===== src/rtl/vga_draw_scheduler.sv =====
// vga_draw_scheduler
// Shares one VGA write port between NUM_REQ drawing engines. Each engine is
// held in reset (run=0) until it is granted. The granted engine's pixel stream
// is registered onto the vga_* outputs until the engine raises its sticky done
// flag, or until the watchdog expires. Engines are granted round-robin.
//
// Ports
//   clk, resetn        clock; synchronous active-low reset
//   req[N]             level request per engine, held until serviced
//   done[N]            sticky done flag per engine, cleared by run going low
//   plot_in/x_in/y_in/colour_in   per-engine pixel stream, packed by engine
//   run[N]             per-engine active-low reset, at most one bit high
//   done_ack[N]        one-cycle pulse on normal completion
//   timeout_err        one-cycle pulse when the watchdog aborts an engine
//   vga_x/y/colour/plot  registered muxed pixel stream
//   busy               high whenever the FSM is not idle
//   grant_id           current or last granted engine
//
// state     | meaning
// ----------+------------------------------------------------------------
// S_IDLE    | no owner; round-robin search of req starting at rr_ptr
// S_START   | engine's first cycle out of reset; its done flag may be stale
// S_DRAW    | pixel stream muxed to VGA; wait for done or watchdog
// S_RELEASE | run held low so the engine's sticky done clears
module vga_draw_scheduler #(
    parameter int NUM_REQ        = 4,
    parameter int TIMEOUT_CYCLES = 4096,
    parameter int CW             = 9
) (
    input  logic                   clk,
    input  logic                   resetn,
    input  logic [NUM_REQ-1:0]     req,
    input  logic [NUM_REQ-1:0]     done,
    input  logic [NUM_REQ-1:0]     plot_in,
    input  logic [8*NUM_REQ-1:0]   x_in,
    input  logic [7*NUM_REQ-1:0]   y_in,
    input  logic [CW*NUM_REQ-1:0]  colour_in,
    output logic [NUM_REQ-1:0]     run,
    output logic [NUM_REQ-1:0]     done_ack,
    output logic                   timeout_err,
    output logic [7:0]             vga_x,
    output logic [6:0]             vga_y,
    output logic [CW-1:0]          vga_colour,
    output logic                   vga_plot,
    output logic                   busy,
    output logic [2:0]             grant_id
);

    // One spare count value so the increment never wraps before the compare.
    localparam int TW = $clog2(TIMEOUT_CYCLES + 1);

    typedef enum logic [1:0] {
        S_IDLE    = 2'd0,
        S_START   = 2'd1,
        S_DRAW    = 2'd2,
        S_RELEASE = 2'd3
    } state_t;

    state_t              r_state,  w_state_nxt;
    logic [2:0]          r_rr_ptr, w_rr_nxt;
    logic [2:0]          r_grant,  w_grant_nxt;
    logic [TW-1:0]       r_cnt,    w_cnt_nxt;
    logic [NUM_REQ-1:0]  r_run,    w_run_nxt;
    logic [NUM_REQ-1:0]  r_ack,    w_ack_nxt;
    logic                r_to,     w_to_nxt;
    logic [7:0]          r_x,      w_x_nxt;
    logic [6:0]          r_y,      w_y_nxt;
    logic [CW-1:0]       r_col,    w_col_nxt;
    logic                r_plot,   w_plot_nxt;

    logic [2*NUM_REQ-1:0] w_req_rot;
    logic                 w_found;
    logic [2:0]           w_pick;
    logic [3:0]           w_sum;

    logic [7:0]           w_sel_x;
    logic [6:0]           w_sel_y;
    logic [CW-1:0]        w_sel_col;
    logic                 w_sel_plot;
    logic                 w_sel_done;

    // Rotate req so that bit 0 is the engine at rr_ptr; the first set bit
    // then maps back to (rr_ptr + k) mod NUM_REQ.
    assign w_req_rot = {req, req} >> r_rr_ptr;

    always_comb begin
        w_found = 1'b0;
        w_pick  = '0;
        w_sum   = '0;
        for (int k = 0; k < NUM_REQ; k++) begin
            if (!w_found && w_req_rot[k]) begin
                w_found = 1'b1;
                w_sum   = 4'(r_rr_ptr) + 4'(k);
                if (w_sum >= 4'(NUM_REQ)) begin
                    w_sum = w_sum - 4'(NUM_REQ);
                end
                w_pick  = w_sum[2:0];
            end
        end
    end

    always_comb begin
        w_sel_x    = '0;
        w_sel_y    = '0;
        w_sel_col  = '0;
        w_sel_plot = 1'b0;
        w_sel_done = 1'b0;
        for (int i = 0; i < NUM_REQ; i++) begin
            if (r_grant == 3'(i)) begin
                w_sel_x    = x_in[8*i +: 8];
                w_sel_y    = y_in[7*i +: 7];
                w_sel_col  = colour_in[CW*i +: CW];
                w_sel_plot = plot_in[i];
                w_sel_done = done[i];
            end
        end
    end

    always_comb begin
        w_state_nxt = r_state;
        w_rr_nxt    = r_rr_ptr;
        w_grant_nxt = r_grant;
        w_cnt_nxt   = r_cnt;
        w_run_nxt   = r_run;
        w_ack_nxt   = '0;
        w_to_nxt    = 1'b0;
        w_x_nxt     = r_x;
        w_y_nxt     = r_y;
        w_col_nxt   = r_col;
        w_plot_nxt  = 1'b0;
        unique case (r_state)
            S_IDLE: begin
                if (w_found) begin
                    w_grant_nxt = w_pick;
                    w_run_nxt   = NUM_REQ'(1) << w_pick;
                    w_state_nxt = S_START;
                end
            end
            S_START: begin
                w_cnt_nxt   = '0;
                w_state_nxt = S_DRAW;
            end
            S_DRAW: begin
                w_x_nxt    = w_sel_x;
                w_y_nxt    = w_sel_y;
                w_col_nxt  = w_sel_col;
                w_plot_nxt = w_sel_plot;
                w_cnt_nxt  = r_cnt + TW'(1);
                // done takes priority over a watchdog expiry on the same cycle
                if (w_sel_done) begin
                    w_run_nxt   = '0;
                    w_ack_nxt   = NUM_REQ'(1) << r_grant;
                    w_state_nxt = S_RELEASE;
                end else if (r_cnt == TW'(TIMEOUT_CYCLES - 1)) begin
                    w_run_nxt   = '0;
                    w_to_nxt    = 1'b1;
                    w_state_nxt = S_RELEASE;
                end
            end
            S_RELEASE: begin
                w_rr_nxt    = (r_grant == 3'(NUM_REQ - 1)) ? 3'd0 : r_grant + 3'd1;
                w_state_nxt = S_IDLE;
            end
            default: begin
                w_run_nxt   = '0;
                w_state_nxt = S_IDLE;
            end
        endcase
    end

    always_ff @(posedge clk) begin
        if (!resetn) begin
            r_state  <= S_IDLE;
            r_rr_ptr <= '0;
            r_grant  <= '0;
            r_cnt    <= '0;
            r_run    <= '0;
            r_ack    <= '0;
            r_to     <= 1'b0;
            r_x      <= '0;
            r_y      <= '0;
            r_col    <= '0;
            r_plot   <= 1'b0;
        end else begin
            r_state  <= w_state_nxt;
            r_rr_ptr <= w_rr_nxt;
            r_grant  <= w_grant_nxt;
            r_cnt    <= w_cnt_nxt;
            r_run    <= w_run_nxt;
            r_ack    <= w_ack_nxt;
            r_to     <= w_to_nxt;
            r_x      <= w_x_nxt;
            r_y      <= w_y_nxt;
            r_col    <= w_col_nxt;
            r_plot   <= w_plot_nxt;
        end
    end

    assign run         = r_run;
    assign done_ack    = r_ack;
    assign timeout_err = r_to;
    assign vga_x       = r_x;
    assign vga_y       = r_y;
    assign vga_colour  = r_col;
    assign vga_plot    = r_plot;
    assign busy        = (r_state != S_IDLE);
    assign grant_id    = r_grant;

endmodule


===== config.mk =====
export PLATFORM = sky130hd
export DESIGN_NAME = vga_draw_scheduler
export DESIGN_NICKNAME = d
export VERILOG_FILES = /design/src/rtl/vga_draw_scheduler.sv
export SDC_FILE = /design/constraint.sdc
export NUM_CORES = 1
export LEC_CHECK = 0
export ABC_AREA = 1
export CAP_MARGIN = 20
export CORE_ASPECT_RATIO = 1.4
export CORE_MARGIN = 4
export CORE_UTILIZATION = 45
export DETAILED_ROUTE_END_ITERATION = 10
export PLACE_DENSITY = 0.87
export SLEW_MARGIN = 0
export SYNTH_ARGS = -nofsm -noshare
export SYNTH_HDL_FRONTEND = slang
export SYNTH_SLANG_ARGS = --single-unit

===== constraint.sdc =====
create_clock -name clk -period 4 [get_ports clk]
set_input_delay 0.8 -clock clk [delete_from_list [all_inputs] [get_ports clk]]
set_output_delay 0.8 -clock clk [all_outputs]
set_load 0.02 [all_outputs]

==> impl_metrics.env, run 1 <==
export IMPL_swShare_pct=45.6
export IMPL_drc=0
export IMPL_cts_tree="yes"
export IMPL_start_kind="flip-flop"
export IMPL_numCtsBuffers=5
export IMPL_hold_viol_final=0
export IMPL_rsz0062_at_grt="false"
export IMPL_grt_pass1_wl_mm=17.0
export IMPL_firstDrtPassIters=5
export IMPL_post_cts_resized=0
export IMPL_synth_warnings=0
export IMPL_die_area_mm2=0.00847
export IMPL_pin_count=148
export IMPL_htreeDepth=2
export IMPL_nNetsFinal=717
export IMPL_final_setup_tns_ns=0
export IMPL_initial_core_util_pct=47.3
export IMPL_grt_max_degree=56
export IMPL_clock_sinks=55
export IMPL_ys_seq_area_share_pct=34.7
export IMPL_combPwrFrac_pct=59.2
export IMPL_drv_slew=0
export IMPL_p_clk_share_pct=13.8
export IMPL_fmax_ghz=0.385
export IMPL_io_buffers=147
export IMPL_p_int_w=0.00152
export IMPL_track_usage_pct=25.5
export IMPL_critPathArrivalTime_ns=1.80
export IMPL_postCtsSetupBuffers=0
export IMPL_multi_input_area_mm2=0.00185
export IMPL_seqCellArea_mm2=0.00110
export IMPL_rows=35
export IMPL_post_route_cells_drive_above_1_share_pct=6.52
export IMPL_ant_nets=0
export IMPL_p_sw_w=0.00128
export IMPL_wl_mm=10.8
export IMPL_path_max_fanout=4
export IMPL_wire_per_inst_um=15.6
export IMPL_power_leakage_nw=1.88
export IMPL_final_core_util_pct=72.2
export IMPL_grt_pass1_vias=3777
export IMPL_setup_violations=0
export IMPL_yosys_register_bits=55
export IMPL_vias=3739
export IMPL_peakVddDrop_mv=0.323
export IMPL_avgViaCountPerCell=5.42
export IMPL_grt_overflow_total=0
export IMPL_cp_end_kind="output pin"
export IMPL_skew_ns=0.00944
export IMPL_drt_iter0_drc=179
export IMPL_required_ns=3.20
export IMPL_power_density_mw_per_mm2=578
export IMPL_synthToLayoutAreaGrowth_pct=52.6
export IMPL_path_class="flip-flop to output pin"
export IMPL_hold_class="flip-flop to flip-flop"
export IMPL_clk_pin_slew_worst_paths_ns=0.11
export IMPL_fill_cells=527
export IMPL_synth_nets=580
export IMPL_yosysUniqueCellTypes=33
export IMPL_grt_antenna_before_repair=0
export IMPL_dp_hpwl_mm=8.38
export IMPL_gp_congestion=0.871
export IMPL_clock_path_buffers=2
export IMPL_drv_cap=0
export IMPL_status="finished clean"
export IMPL_diodes=0
export IMPL_seqPwrFrac_pct=27.0
export IMPL_slew_limit_headroom_pct=59.1
export IMPL_tightest_slew_ns=0.612
export IMPL_clock_latency_ns=0.32
export IMPL_synth_cells=460
export IMPL_chipHeight_um=107
export IMPL_min_period_ns=2.60
export IMPL_cts_hold_fix_buffers=0
export IMPL_syn_avg_cell_area_um2=6.90
export IMPL_coreArea_mm2=0.00670
export IMPL_die_w_um=79.0
export IMPL_syn_area_mm2=0.00317
export IMPL_cts_root_buffer="clkbuf_8"
export IMPL_post_route_period_util_pct=64.9
[flip-flops by register name, summed over array words and instances, names as in the netlist]
register     flops
vga_plot         1
vga_colour       9
r_state          2
done_ack         4
r_rr_ptr         3
vga_y            7
r_cnt           13
grant_id         3
timeout_err      1
vga_x            8
run              4
[layout make-up]
type | count | share of cell area (%)
timing repair buffer | 152 | 31.6
inverter | 34 | 2.71
multi-input combinational | 349 | 38.2
clock inverter | 3 | 0.957
clock buffer | 5 | 1.42
sequential | 55 | 22.8
tap | 92 | 2.38
[path summary, 6_finish.rpt]
| path | startpoint | endpoint | slack [ns] | cells past startpoint |
|---|---|---|---|---|
| worst max-delay path | r_state[0] | busy | 1.40 | 4 |
| worst min-delay path | run[3] | run[3] | 0.48 | 2 |
| worst max register to register | grant_id[1] | run[2] | 1.61 | 14 |
| worst min register to register | run[3] | run[3] | 0.48 | 2 |
[power groups by stage]
stage | sequential, W | combinational (W) | clock, W
2_1_floorplan | 0.000878 | 0.000941 | 0
3_3_place_gp | 0.000761 | 0.00158 | 0
3_5_place_dp | 0.000766 | 0.00161 | 0
4_1_cts | 0.000755 | 0.00162 | 0.000390
5_1_grt | 0.000773 | 0.00183 | 0.000410
6_report | 0.000755 | 0.00166 | 0.000387
[routing by layer]
layer / up-vias / wire [um] / global-route usage, %
met5: - / 0 / 0
met2: 171 / 5390 / 45.9
met4: 0 / 344 / 10.3
li1: 1847 / - / -
met1: 1696 / 3850 / 25.8
met3: 25 / 1200 / 10.2
[cells in the final DEF, fill, tap and decap left out, drive strengths merged, types with 20 or more instances in the layout]
master	synthesis	final
a22oi	24	24
clkdlybuf4s50	0	147
dfxtp	55	55
nand3	25	25
nor2	31	31
nand2	134	134
inv	31	32
a31oi	25	25
o21ai	54	54
a21oi	20	20
[cells by family (layout without fill, tap and decap cells)]
kind of cell	Yosys count	after routing	synth area share, %
simple gates	207	207	29.7
compound gates	129	129	23.8
buf+inv	56	194	7.02
flops	55	55	34.7
fa+ha+maj	10	10	3.94
xor+xnor	3	3	0.829
[synthesized netlist by cell type]
cell type    n  area, um^2
nand2_1    127         477
dfxtp_1     55        1100
o21ai_0     54         270
inv_1       26        97.6
a31oi_1     25         156
a22oi_1     24         180
nor2_1      24        90.1
nand3_1     21         105
a21oi_1     20         100
clkbuf_1    13        48.8
ha_1        10         125
nor3_1       9        45.0
buf_2        7        35.0
nand4_1      5        31.3
nor2_4       5        56.3
inv_2        4        15.0
nand2_2      4        25.0
nand2_4      3        33.8
nand3_2      3        30.0
a211oi_1     2        15.0
a221oi_1     2        17.5
buf_1        2        7.51
clkinv_1     2        7.51
nor2_2       2        12.5
or2_2        2        12.5
xnor2_1      2        17.5
a21boi_1     1        7.51
and3_1       1        6.26
clkinv_2     1        5.00
inv_4        1        6.26
nand3_4      1        17.5
o211ai_1     1        7.51
xor2_1       1        8.76
[through the flow]
stage	hold slack, ns	worst slack (ns)	area, um^2	total power (W)	std cells
6_report	0.481	1.40	4840	0.00280	690
5_1_grt	0.509	1.34	4840	0.00302	690
4_1_cts	0.481	1.41	4810	0.00277	689
3_5_place_dp	0.465	1.50	4700	0.00238	681
3_3_place_gp	0.457	1.58	4700	0.00234	681
2_1_floorplan	0.444	2.12	3170	0.00182	460
[critical path: stages, from the launching register on]
cell,delay (ns)
dfxtp_1,0.38
inv_1,0.10
ha_1,0.24
inv_1,0.14
clkdlybuf4s50_1,0.62
Power figures use the tool's default switching activity.
==> inputs of run 2 (changes only) <==
Settings changed: CORE_UTILIZATION 45 to 38, PLACE_DENSITY 0.87 to 0.78.
Clock period 4 ns to 2.1 ns, I/O delays scaled along.
==> impl_metrics.env, run 2 (same netlist as run 1, synthesis figures left out) <==
export IMPL_critPathLaunch="r_state[0]"
export IMPL_coreArea_mm2=0.00815
export IMPL_critPathArrivalTime_ns=1.48
export IMPL_combPwrFrac_pct=58.4
export IMPL_io_buffers=147
export IMPL_top_layer_used="met4"
export IMPL_wl_met3_um=843
export IMPL_pin_count=148
export IMPL_layout_commonest_cell="clkdlybuf4s50_1"
export IMPL_tightest_slew_ns=0.387
export IMPL_diodes=0
export IMPL_final_cell_mix="clkdlybuf4s50_1 (146), nand2_1 (127), dfxtp_1 (55), o21ai_0 (54), inv_1 (26)"
export IMPL_synthToLayoutAreaGrowth_pct=54.7
export IMPL_post_route_period_util_pct=90.4
export IMPL_drt_iter0_drc=172
export IMPL_wl_mm=9.96
export IMPL_track_usage_pct=19.9
export IMPL_hold_viol_final=0
export IMPL_wire_per_inst_um=14.1
export IMPL_p_int_w=0.00301
export IMPL_wl_met1_mm=3.43
export IMPL_fmax_ghz=0.527
export IMPL_rsz0062_at_grt="false"
export IMPL_start_kind="flip-flop"
export IMPL_hold_depth=2
export IMPL_grt_overflow_total=0
export IMPL_min_from="run[3]"
export IMPL_grt_pass1_wl_mm=15.8
export IMPL_cts_tree="yes"
export IMPL_htreeDepth=2
export IMPL_avgViaCountPerCell=5.18
export IMPL_post_cts_resized=1
export IMPL_required_ns=1.68
export IMPL_drc=0
export IMPL_r2r_setup_slack_ns=0.24
export IMPL_clock_latency_ns=0.29
export IMPL_rr_worst_depth=9
export IMPL_seqPwrFrac_pct=26.4
export IMPL_largest_reg_flops=13
export IMPL_ant_nets=0
export IMPL_cp_end_kind="output pin"
export IMPL_peakVddDrop_mv=0.698
export IMPL_power_leakage_nw=1.92
export IMPL_min_period_ns=1.90
export IMPL_reg2reg_from="grant_id[1]"
export IMPL_grt_max_degree=45
export IMPL_hold_path_end="run[3]"
export IMPL_nNetsFinal=723
export IMPL_path_max_fanout=4
export IMPL_vias=3651
export IMPL_die_w_um=85.2
export IMPL_slew_limit_headroom_pct=74.2
export IMPL_skew_ns=0.00373
export IMPL_setup_violations=0
export IMPL_worstReg2RegEnd="vga_colour[3]"
export IMPL_numCtsBuffers=5
export IMPL_grt_antenna_before_repair=0
export IMPL_drv_slew=0
export IMPL_die_area_mm2=0.00989
export IMPL_drv_cap=0
export IMPL_cts_hold_fix_buffers=0
export IMPL_timing_hold_ws_ns=0.463
export IMPL_gp_congestion=0.860
export IMPL_postCtsSetupBuffers=0
export IMPL_post_route_cells_drive_above_1_share_pct=7.46
export IMPL_grt_pass1_vias=3500
export IMPL_fin_total_pwr_w=0.00541
export IMPL_p_clk_share_pct=15.2
export IMPL_clock_path_buffers=2
export IMPL_chipHeight_um=116
export IMPL_met2_length_mm=5.40
export IMPL_rows=39
export IMPL_swShare_pct=44.3
export IMPL_p_sw_w=0.00239
export IMPL_power_density_mw_per_mm2=1100
export IMPL_dp_hpwl_mm=8.04
export IMPL_cts_root_buffer="clkbuf_16"
export IMPL_hold_class="flip-flop to flip-flop"
export IMPL_firstDrtPassIters=4
export IMPL_regMostFlops="r_cnt"
export IMPL_initial_core_util_pct=38.9
export IMPL_clk_pin_slew_worst_paths_ns=0.07
export IMPL_clock_sinks=55
export IMPL_status="finished clean"
export IMPL_path_class="flip-flop to output pin"
-- run 2: how the worst max path moves through the flow --
stage	to	slack, ns	cells past startpoint
finish	busy	0.20	4
global route	run[3]	0.02	13
CTS	busy	0.19	4
detailed placement	run[1]	-0.08	13
global placement	run[1]	0.04	13
floorplan	run[0]	0.22	12
-- run 2: final cells by class --
cell class	count	area, um^2
clock buffer	6	139
multi-input combinational	349	1850
inverter	34	131
tap	102	128
clock inverter	1	5.00
fill	780	3240
sequential	55	1100
timing repair buffer	158	1550
-- run 2: per-layer routing --
metal	vias up	track usage (%)
li1	1857	-
met1	1643	18.8
met2	129	39.8
met3	22	6.14
met4	0	7.07
met5	-	0
-- run 2: worst max-delay path, stage by stage (launching register included) --
cell	delay, ns
dfxtp_1	0.36
inv_1	0.09
ha_1	0.26
inv_1	0.13
dlygate4sd2_1	0.35
-- run 2: power by group through the flow --
stage | Clock, W | Sequential, W | Combinational [W]
2_1_floorplan | 0 | 0.00167 | 0.00179
3_3_place_gp | 0 | 0.00144 | 0.00313
3_5_place_dp | 0 | 0.00145 | 0.00318
4_1_cts | 0.000841 | 0.00143 | 0.00318
5_1_grt | 0.000885 | 0.00146 | 0.00354
6_report | 0.000822 | 0.00143 | 0.00316
-- run 2: metrics by stage --
step                setup WS (ns)  util, %  TNS [ns]  instances  area (um^2)
floorplan                   0.222        -         0        460         3170
global placement           0.0354     58.5         0        698         4760
detailed placement        -0.0756     58.5    -0.146        698         4760
CTS                         0.190     60.2         0        705         4910
global route               0.0188     60.2         0        705         4910
finish                      0.202     60.2         0        705         4910
==> inputs of run 3 (changes only) <==
Settings changed: ABC_AREA 1 to unset, CORE_UTILIZATION 38 to 37, PLACE_DENSITY 0.78 to 0.77.
==> impl_metrics.env, run 3 <==
export IMPL_synthToLayoutAreaGrowth_pct=68.6
export IMPL_syn_avg_cell_area_um2=8.07
export IMPL_fill_cells=717
export IMPL_power_density_mw_per_mm2=1280
export IMPL_synth_edf_count=0
export IMPL_post_route_cells_drive_above_1_share_pct=11.8
export IMPL_cts_hold_fix_buffers=0
export IMPL_drc=0
export IMPL_yosysUniqueCellTypes=43
export IMPL_yosysTopAreaCell="dfxtp_1"
export IMPL_yosys_register_bits=55
export IMPL_met1_usage_pct=21.2
export IMPL_grt_antenna_before_repair=0
export IMPL_track_usage_pct=20.5
export IMPL_slowest_stage="mux4_2"
export IMPL_synth_nets=505
export IMPL_hold_class="flip-flop to flip-flop"
export IMPL_synth_warnings=0
export IMPL_start_kind="flip-flop"
export IMPL_grt_overflow_total=0
export IMPL_wire_per_inst_um=16.5
export IMPL_slew_limit_headroom_pct=66.9
export IMPL_peakVddDrop_mv=0.748
export IMPL_path_delay_family="compound AO/OA/AOI/OAI gates"
export IMPL_coreArea_mm2=0.00820
export IMPL_cts_tree="yes"
export IMPL_hold_depth=1
export IMPL_use_met2_pct=39.3
export IMPL_gp_congestion=0.867
export IMPL_dp_hpwl_mm=8.18
export IMPL_min_from="run[2]"
export IMPL_hold_viol_final=0
export IMPL_clock_latency_ns=0.29
export IMPL_violations="negative setup slack"
export IMPL_wl_mm=10.6
export IMPL_worstPathCellList="mux4_2 > a221o_2 > a211o_1 > and2_4 > and4b_1 > a22o_1"
export IMPL_layout_commonest_cell="clkdlybuf4s50_1"
export IMPL_async_flop_share_pct=0
export IMPL_die_w_um=85.5
export IMPL_firstDrtPassIters=4
export IMPL_path_max_fanout=5
export IMPL_skew_ns=0.00509
export IMPL_hold_path_end="run[2]"
export IMPL_clock_path_buffers=2
export IMPL_numCtsBuffers=5
export IMPL_rr_worst_depth=6
export IMPL_synth_commonest_cells="nor2_1 (70), dfxtp_1 (55), a211oi_1 (53)"
export IMPL_critPathArrivalTime_ns=2.36
export IMPL_cp_end_kind="flip-flop"
export IMPL_synth_area_leaders="dfxtp_1 (35%), a211oi_1 (13%), nor2_1 (8.5%), a22oi_1 (6.3%), a21oi_1 (5.0%)"
export IMPL_largest_reg_flops=13
export IMPL_ys_seq_area_share_pct=35.4
export IMPL_tightest_slew_ns=0.494
export IMPL_path_buf_inv=0
export IMPL_setup_violations=4
export IMPL_status="finished with violations"
export IMPL_avgViaCountPerCell=5.46
export IMPL_nNetsFinal=661
export IMPL_pre_cts_ws_ns=-0.683
export IMPL_min_period_ns=2.18
export IMPL_io_buffers=147
export IMPL_synth_cells=385
export IMPL_htreeDepth=2
export IMPL_gr_usage_met3_pct=4.45
export IMPL_die_area_mm2=0.00995
export IMPL_regMostFlops="r_cnt"
export IMPL_fmax_ghz=0.460
export IMPL_worstReg2RegEnd="run[1]"
export IMPL_cts_root_buffer="clkbuf_16"
export IMPL_r2r_setup_slack_ns=-0.08
export IMPL_clock_sinks=55
export IMPL_power_leakage_nw=1.92
export IMPL_clk_pin_slew_worst_paths_ns=0.07
export IMPL_drv_slew=0
export IMPL_post_route_period_util_pct=104
export IMPL_ant_nets=0
export IMPL_drv_cap=0
export IMPL_ys_flop_type="dfxtp_1"
export IMPL_grt_pass1_vias=3461
export IMPL_required_ns=2.29
export IMPL_cp_slowest_stage_delay_ns=0.53
export IMPL_grt_pass1_wl_mm=16.3
export IMPL_setup_ws_ns=-0.0757
export IMPL_initial_core_util_pct=37.9
export IMPL_path_class="flip-flop to flip-flop"
export IMPL_vias=3518
export IMPL_top_usage_layer="met2"
export IMPL_rows=39
export IMPL_grt_max_degree=34
export IMPL_final_setup_tns_ns=-0.195
export IMPL_chipHeight_um=116
export IMPL_pin_count=148
export IMPL_synth_top_area_share_pct=35.4
export IMPL_drt_iter0_drc=107
export IMPL_diodes=0
export IMPL_timing_hold_ws_ns=0.480
export IMPL_reg2reg_from="r_rr_ptr[0]"
export IMPL_yosysMostFrequentCell="nor2_1"
export IMPL_syn_area_mm2=0.00311
export IMPL_rsz0062_at_grt="true"
export IMPL_final_cell_mix="clkdlybuf4s50_1 (142), nor2_1 (69), dfxtp_1 (52), a211oi_1 (50), a21oi_1 (31)"
run 3: how the worst max path moves through the flow:
| stage | from | to | slack (ns) | cells after the start |
|---|---|---|---|---|
| 2_1_floorplan | req[3] | run[0] | -0.01 | 6 |
| 3_3_place_gp | req[2] | run[0] | -0.57 | 7 |
| 3_5_place_dp | req[2] | run[3] | -0.68 | 7 |
| 4_1_cts | r_rr_ptr[0] | run[1] | -0.08 | 6 |
| 5_1_grt | r_rr_ptr[0] | run[1] | -0.12 | 6 |
| 6_report | r_rr_ptr[0] | run[1] | -0.08 | 6 |
run 3: metal layers:
layer | wire, um | part of all wire (%)
met1 | 3980 | 37
met5 | 0 | 0
met2 | 5780 | 54
met3 | 630 | 5.9
met4 | 237 | 2.2
run 3: metrics by stage:
step | instance area [um^2] | utilization, % | instances | power [W]
floorplan | 3120 | - | 385 | 0.00372
global placement | 4890 | 59.6 | 631 | 0.00512
detailed placement | 4890 | 59.6 | 631 | 0.00518
CTS | 5130 | 62.6 | 639 | 0.00632
global route | 5240 | 63.9 | 644 | 0.00714
finish | 5240 | 63.9 | 644 | 0.00668
run 3: cells by family after synthesis:
logic type / after synthesis / synth area share (%)
xor gates and xnor gates: 10 / 2.82
AOI/OAI and AO/OA: 136 / 30.9
and+or+nand+nor: 125 / 18.7
muxes: 8 / 3.10
buffers and inverters: 41 / 5.03
DFF: 55 / 35.4
adders and majority gates: 10 / 4.03
run 3: report_power, final:
group	switching, W	total (W)	internal, W
Sequential	0.000173	0.00146	0.00129
Clock	0.000374	0.00106	0.000683
Combinational	0.00214	0.00417	0.00202
run 3: final cells by class:
| cell class | count | area [um^2] | share of cell area, % |
|---|---|---|---|
| clock buffers | 5 | 125 | 2.39 |
| clock inverters | 3 | 67.6 | 1.29 |
| inverters | 12 | 45.0 | 0.859 |
| multi-input cells | 289 | 1950 | 37.1 |
| flip-flops and latches | 55 | 1110 | 21.1 |
| well taps | 102 | 128 | 2.43 |
| repair buffers | 178 | 1820 | 34.8 |
run 3: what timing repair did:
action / in CTS / in global routing
buffers inserted: 0 / 2
cloned: 0 / 2
setup endpoints to repair: 11 / 23
resized for setup: 14 / 7
pin swaps: 6 / 3
